$ cat src/rtl/ksa_pkg.sv
// Shared types and constants for the ARC4 key-scheduling stage.
package ksa_pkg;

  localparam int KEYLEN   = 3;
  localparam int MEMDEPTH = 256;

  localparam logic [7:0] LAST_IDX = 8'd255;

  typedef enum logic [2:0] {
    IDLE   = 3'd0,
    RD_SI  = 3'd1,
    CALC_J = 3'd2,
    RD_SJ  = 3'd3,
    WR_SI  = 3'd4,
    WR_SJ  = 3'd5
  } state_e;

endpackage

$ cat src/rtl/ksa.sv
// ARC4 key scheduler: permutes an identity-filled 256x8 S memory in place
// using a 24-bit key, five cycles per index over a shared single-port memory.
module ksa #(
  parameter int KEYLEN   = 3,
  parameter int MEMDEPTH = 256
) (
  input  logic                        clk,
  input  logic                        rst_n,
  input  logic                        en,
  output logic                        rdy,
  input  logic [8*KEYLEN-1:0]         key,
  output logic [$clog2(MEMDEPTH)-1:0] addr,
  input  logic [7:0]                  rddata,
  output logic [7:0]                  wrdata,
  output logic                        wren
);
  import ksa_pkg::*;

  state_e              state_q;
  logic [7:0]          i_q;
  logic [7:0]          j_q;
  logic [1:0]          k_q;
  logic [7:0]          si_q;
  logic [8*KEYLEN-1:0] key_q;
  logic [7:0]          keybyte_s;

  // Key byte for the current index; byte 0 is the most significant.
  always_comb begin
    keybyte_s = 8'd0;
    case (k_q)
      2'd0:    keybyte_s = key_q[8*KEYLEN-1 -: 8];
      2'd1:    keybyte_s = key_q[8*KEYLEN-9 -: 8];
      default: keybyte_s = key_q[7:0];
    endcase
  end

  // Sequencer: read S[i], update j, read S[j], write both back swapped.
  always_ff @(posedge clk or negedge rst_n) begin
    if (!rst_n) begin
      state_q <= IDLE;
      i_q     <= 8'd0;
      j_q     <= 8'd0;
      k_q     <= 2'd0;
      si_q    <= 8'd0;
      key_q   <= '0;
    end else begin
      case (state_q)
        IDLE: begin
          if (en) begin
            key_q   <= key;
            i_q     <= 8'd0;
            j_q     <= 8'd0;
            k_q     <= 2'd0;
            state_q <= RD_SI;
          end else begin
            state_q <= IDLE;
          end
        end
        RD_SI:  state_q <= CALC_J;
        CALC_J: begin
          si_q    <= rddata;
          j_q     <= j_q + rddata + keybyte_s;
          state_q <= RD_SJ;
        end
        RD_SJ:  state_q <= WR_SI;
        WR_SI:  state_q <= WR_SJ;
        WR_SJ: begin
          if (i_q == LAST_IDX) begin
            state_q <= IDLE;
          end else begin
            i_q     <= i_q + 8'd1;
            k_q     <= (k_q == 2'(KEYLEN - 1)) ? 2'd0 : k_q + 2'd1;
            state_q <= RD_SI;
          end
        end
        default: state_q <= IDLE;
      endcase
    end
  end

  // Memory port drive; WR_SI forwards S[j] straight from the read port.
  always_comb begin
    rdy    = 1'b0;
    addr   = i_q;
    wrdata = 8'd0;
    wren   = 1'b0;
    case (state_q)
      IDLE: begin
        rdy  = 1'b1;
        addr = 8'd0;
      end
      RD_SI:  addr = i_q;
      CALC_J: addr = i_q;
      RD_SJ:  addr = j_q;
      WR_SI: begin
        addr   = i_q;
        wrdata = rddata;
        wren   = 1'b1;
      end
      WR_SJ: begin
        addr   = j_q;
        wrdata = si_q;
        wren   = 1'b1;
      end
      default: begin
        rdy  = 1'b0;
        addr = 8'd0;
      end
    endcase
  end

endmodule

$ cat config.mk
export PLATFORM = sky130hd
export DESIGN_NAME = ksa
export DESIGN_NICKNAME = d
export VERILOG_FILES = /design/src/rtl/ksa_pkg.sv /design/src/rtl/ksa.sv
export SDC_FILE = /design/constraint.sdc
export NUM_CORES = 1
export LEC_CHECK = 0
export ABC_AREA = 1
export CORE_ASPECT_RATIO = 0.9
export CORE_MARGIN = 3
export CORE_UTILIZATION = 28
export CTS_CLUSTER_DIAMETER = 150
export DETAILED_ROUTE_END_ITERATION = 6
export SETUP_SLACK_MARGIN = 0.4
export SYNTH_ARGS = -nofsm -noshare
export SYNTH_HDL_FRONTEND = slang
export SYNTH_SLANG_ARGS = --single-unit
$ cat constraint.sdc
create_clock -name clk -period 5.9 [get_ports clk]
set_clock_uncertainty 0.2 [all_clocks]
set_input_delay 1.18 -clock clk [delete_from_list [all_inputs] [get_ports clk]]
set_output_delay 1.18 -clock clk [all_outputs]
set_load 0.02 [all_outputs]
==> flow_results.xml <==
<?xml version="1.0" encoding="UTF-8"?>
<metrics>
  <group name="drt">
    <metric name="drc" unit="">0</metric>
    <metric name="routedWlPerCell" unit="um">13.38</metric>
    <metric name="finalWirelength" unit="mm">7.534</metric>
    <metric name="drt-initial-drc-count" unit="">139</metric>
    <metric name="m1WireLength" unit="mm">3.867</metric>
    <metric name="topRoutingLayerUsed" unit="">met4</metric>
    <metric name="final_antenna_net_count" unit="">0</metric>
    <metric name="wl_met2" unit="mm">3.316</metric>
    <metric name="drt-pass1-iter-count" unit="">5</metric>
    <metric name="dr_total_vias" unit="">2568</metric>
    <metric name="vias_per_cell" unit="">4.561</metric>
    <metric name="dr_wl_met3" unit="um">296</metric>
  </group>
  <group name="sta">
    <metric name="finalHoldViolations" unit="">0</metric>
    <metric name="timing.setup.tns" unit="ns">0</metric>
    <metric name="relSlewSlack" unit="">0.5384</metric>
    <metric name="timing.final.setup_violations" unit="">0</metric>
    <metric name="finalWorstPathRequiredPeriod" unit="ns">4.087</metric>
    <metric name="worst_pin_slew" unit="ns">0.6924</metric>
    <metric name="finalMaxSlewViolations" unit="">0</metric>
    <metric name="setup_repair_after_global_routing_missed_its_margin" unit="">no</metric>
    <metric name="fin_worst_hold_slack" unit="ns">0.2834</metric>
    <metric name="post-route-period-util" unit="">0.6927</metric>
    <metric name="achievable-frequency" unit="GHz">0.2447</metric>
  </group>
  <group name="pwr">
    <metric name="ir_worst_vdd" unit="uV">119.4</metric>
    <metric name="power_leakage" unit="nW">1.958</metric>
    <metric name="p_total" unit="W">0.001168</metric>
    <metric name="power.density" unit="nW/um2">305.5</metric>
  </group>
  <group name="critical_path">
    <metric name="timing.critical_path.mode_cell" unit="">sky130_fd_sc_hd__clkdlybuf4s50_1</metric>
    <metric name="cp-end-kind" unit="">primary output</metric>
    <metric name="critical_path_arrival" unit="ns">2.71</metric>
    <metric name="reg2reg_slack" unit="ns">2.82</metric>
    <metric name="reg_to_reg_endpoint" unit="">j_q[7]$_DFFE_PN0P_</metric>
    <metric name="timing.critical_path.max_delay_family" unit="">buffers and inverters</metric>
    <metric name="crit_chain" unit="">clkdlybuf4s50_1 -&gt; inv_1 -&gt; o21ai_0 -&gt; clkdlybuf4s50_1</metric>
    <metric name="critPathMaxStageDelay" unit="ns">0.68</metric>
    <metric name="timing_worst_setup_path_type" unit="">in -&gt; out</metric>
    <metric name="critical_path.n_buffers_inverters" unit="">3</metric>
    <metric name="critical-path-slowest-cell" unit="">sky130_fd_sc_hd__clkdlybuf4s50_1</metric>
    <metric name="launch_point_of_the_worst_reg_to_reg_path" unit="">k_q[1]$_DFFE_PN0P_</metric>
    <metric name="critical_path.max_fanout" unit="">2</metric>
    <metric name="worst-r2r-cell-count" unit="">15</metric>
    <metric name="startpoint_class" unit="">input pin</metric>
    <metric name="worstPathRequired" unit="ns">4.52</metric>
  </group>
  <group name="finish">
    <metric name="final_cell_mix" unit="">sky130_fd_sc_hd__nand2_1 (152), sky130_fd_sc_hd__dfrtp_1 (53), sky130_fd_sc_hd__clkdlybuf4s50_1 (51), sky130_fd_sc_hd__inv_1 (43), sky130_fd_sc_hd__o21ai_0 (24)</metric>
    <metric name="regArea" unit="um2">1326</metric>
    <metric name="layout.cells.most_common" unit="">sky130_fd_sc_hd__nand2_1</metric>
    <metric name="final_net_count" unit="">484</metric>
    <metric name="antenna_cells_inserted" unit="">0</metric>
    <metric name="fillers" unit="">1101</metric>
    <metric name="non_filler_cells_in_the_finished_layout" unit="">563</metric>
    <metric name="final_layout_size_suffix_gt1_frac" unit="">0.07373</metric>
    <metric name="total_area_of_multi_input_combinational_cells" unit="um2">1471</metric>
    <metric name="utilization" unit="">0.3670</metric>
    <metric name="synthToLayoutAreaGrowth" unit="%">26.06</metric>
  </group>
  <group name="floorplan">
    <metric name="rows" unit="">35</metric>
    <metric name="floorplan.die.height" unit="um">104.8</metric>
    <metric name="die_x" unit="um">115.7</metric>
    <metric name="io-pin-count" unit="">53</metric>
    <metric name="fp.dieArea" unit="um2">12120</metric>
    <metric name="coreArea" unit="um2">10420</metric>
    <metric name="initial_utilization" unit="">0.2911</metric>
  </group>
  <group name="clocking">
    <metric name="clock_path_buffers" unit="">2</metric>
    <metric name="cts_sinks" unit="">53</metric>
    <metric name="clock_tree_from_tritoncts" unit="">done</metric>
    <metric name="clkLatencyLatePin" unit="ns">0.29</metric>
    <metric name="cts_hold_buf" unit="">0</metric>
    <metric name="post-cts-setup-buffer-count" unit="">0</metric>
    <metric name="ctsResizeCount" unit="">0</metric>
    <metric name="cts_buffers" unit="">5</metric>
    <metric name="clockRootBuffer" unit="">sky130_fd_sc_hd__clkbuf_16</metric>
    <metric name="clock_tree.htree_level_count" unit="">2</metric>
    <metric name="clk_pin_slew_worst_paths" unit="ns">0.07</metric>
  </group>
  <group name="global_routing">
    <metric name="track_usage" unit="">0.1307</metric>
    <metric name="global_route.overflow_total" unit="">0</metric>
    <metric name="grt_first_pass_wirelength" unit="mm">12.52</metric>
    <metric name="grt_start_max_net_pins" unit="">54</metric>
    <metric name="first_global_vias" unit="">2473</metric>
    <metric name="antenna_found_initial" unit="">0</metric>
  </group>
  <group name="synth">
    <metric name="synthDistinctLibCells" unit="">34</metric>
    <metric name="post_synth_design_cell_area" unit="um2">3034</metric>
    <metric name="synth.net_count" unit="">433</metric>
    <metric name="synthesis.area_per_instance" unit="um2">7.922</metric>
    <metric name="number_of_warnings_issued_by_yosys" unit="">0</metric>
    <metric name="ys_ff_latch" unit="">53</metric>
    <metric name="netlist_instances" unit="">383</metric>
    <metric name="seq_area_frac_synth" unit="">0.4371</metric>
  </group>
  <group name="worst_hold_path">
    <metric name="holdCritStartpoint" unit="">key_q[3]$_DFFE_PN0P_</metric>
    <metric name="min_delay_path_depth" unit="">2</metric>
    <metric name="worst_hold_path_type" unit="">reg -&gt; reg</metric>
    <metric name="hold_end" unit="">key_q[3]$_DFFE_PN0P_</metric>
  </group>
  <group name="place">
    <metric name="finalWeightedCongestion" unit="">0.8451</metric>
    <metric name="post-dp-hpwl" unit="mm">5.623</metric>
    <metric name="numPortBuffers" unit="">52</metric>
    <metric name="dp_cells" unit="">556</metric>
  </group>
  <group name="status">
    <metric name="status" unit="">complete, no violations</metric>
  </group>
  <group name="run">
    <metric name="max_cap_viol_count" unit="">0</metric>
  </group>
</metrics>
## cells in the mapped netlist (all sizes together)
master / count / share of area
nand2: 159 / 0.21
o22ai: 13 / 0.027
o21ai: 31 / 0.056
inv: 47 / 0.059
nor3: 4 / 0.0066
ha: 7 / 0.029
a21oi: 4 / 0.010
o21a: 1 / 0.0025
or2: 1 / 0.0021
fa: 8 / 0.053
a21o: 1 / 0.0025
dfrtp: 53 / 0.44
buf: 7 / 0.016
clkbuf: 2 / 0.0025
nand3: 22 / 0.038
o211a: 1 / 0.0033
xor2: 4 / 0.012
o31ai: 1 / 0.0025
nand4: 2 / 0.0062
o21bai: 2 / 0.0049
nor2: 13 / 0.023
## stage by stage
stage	setup WS, ns	instance area (um2)
2_1_floorplan	2.790	3034
3_3_place_gp	1.796	3661
3_5_place_dp	1.814	3661
4_1_cts	1.797	3825
5_1_grt	1.733	3825
6_report	1.813	3825
## how the worst max path moves through the flow
stage,startpoint,endpoint,cells after the start
finish,rddata[2],wrdata[2],4
global route,rddata[2],wrdata[2],4
CTS,rddata[2],wrdata[2],4
detailed placement,rddata[2],wrdata[2],4
global placement,rddata[2],wrdata[2],4
floorplan,rddata[6],wrdata[6],2
## sequential cells by signal, summed over array words and instances (netlist names)
register / flops
j_q: 8
i_q: 8
si_q: 8
key_q: 24
state_q: 3
k_q: 2
## power breakdown
part           total, W  internal, W  leakage, nW  switching, W
sequential     0.000421     0.000394        0.678     0.0000267
combinational  0.000413     0.000185         1.20      0.000228
clock          0.000335     0.000200       0.0803      0.000136
## cells by family after synthesis
| logic type | synth area share |
|---|---|
| buf+inv | 0.07794 |
| fa+ha+maj | 0.08165 |
| flops | 0.4371 |
| compound gates | 0.1089 |
| simple gates | 0.2829 |
| xor+xnor | 0.01155 |
## final cells by class
class | count | share of cell area
Clock inverter | 2 | 0.01014
Sequential cell | 53 | 0.3467
Tap cell | 129 | 0.04220
Timing Repair Buffer | 53 | 0.1367
Multi-Input combinational cell | 274 | 0.3847
Clock buffer | 5 | 0.03271
Inverter | 47 | 0.04678
## worst reg2reg max path, stage by stage (launching register included)
cell	delay, ns
sky130_fd_sc_hd__dfrtp_1	0.54
sky130_fd_sc_hd__nor2_2	0.37
sky130_fd_sc_hd__inv_1	0.10
sky130_fd_sc_hd__o22ai_1	0.12
sky130_fd_sc_hd__o21bai_1	0.21
sky130_fd_sc_hd__fa_1	0.48
sky130_fd_sc_hd__inv_1	0.07
sky130_fd_sc_hd__ha_1	0.26
sky130_fd_sc_hd__nand2_1	0.11
sky130_fd_sc_hd__inv_1	0.04
sky130_fd_sc_hd__nand2_1	0.05
sky130_fd_sc_hd__nand2_1	0.04
sky130_fd_sc_hd__nor2_1	0.11
sky130_fd_sc_hd__nand3_1	0.10
sky130_fd_sc_hd__nand3_1	0.09
sky130_fd_sc_hd__nand2_1	0.05
## per-layer routing
metal  track usage  up-vias
met1        0.2066     1189
met5             0        -
met4       0.02734        0
met3       0.02432        5
li1              -     1316
met2        0.1843       58
(Power assumes the default switching activity.)
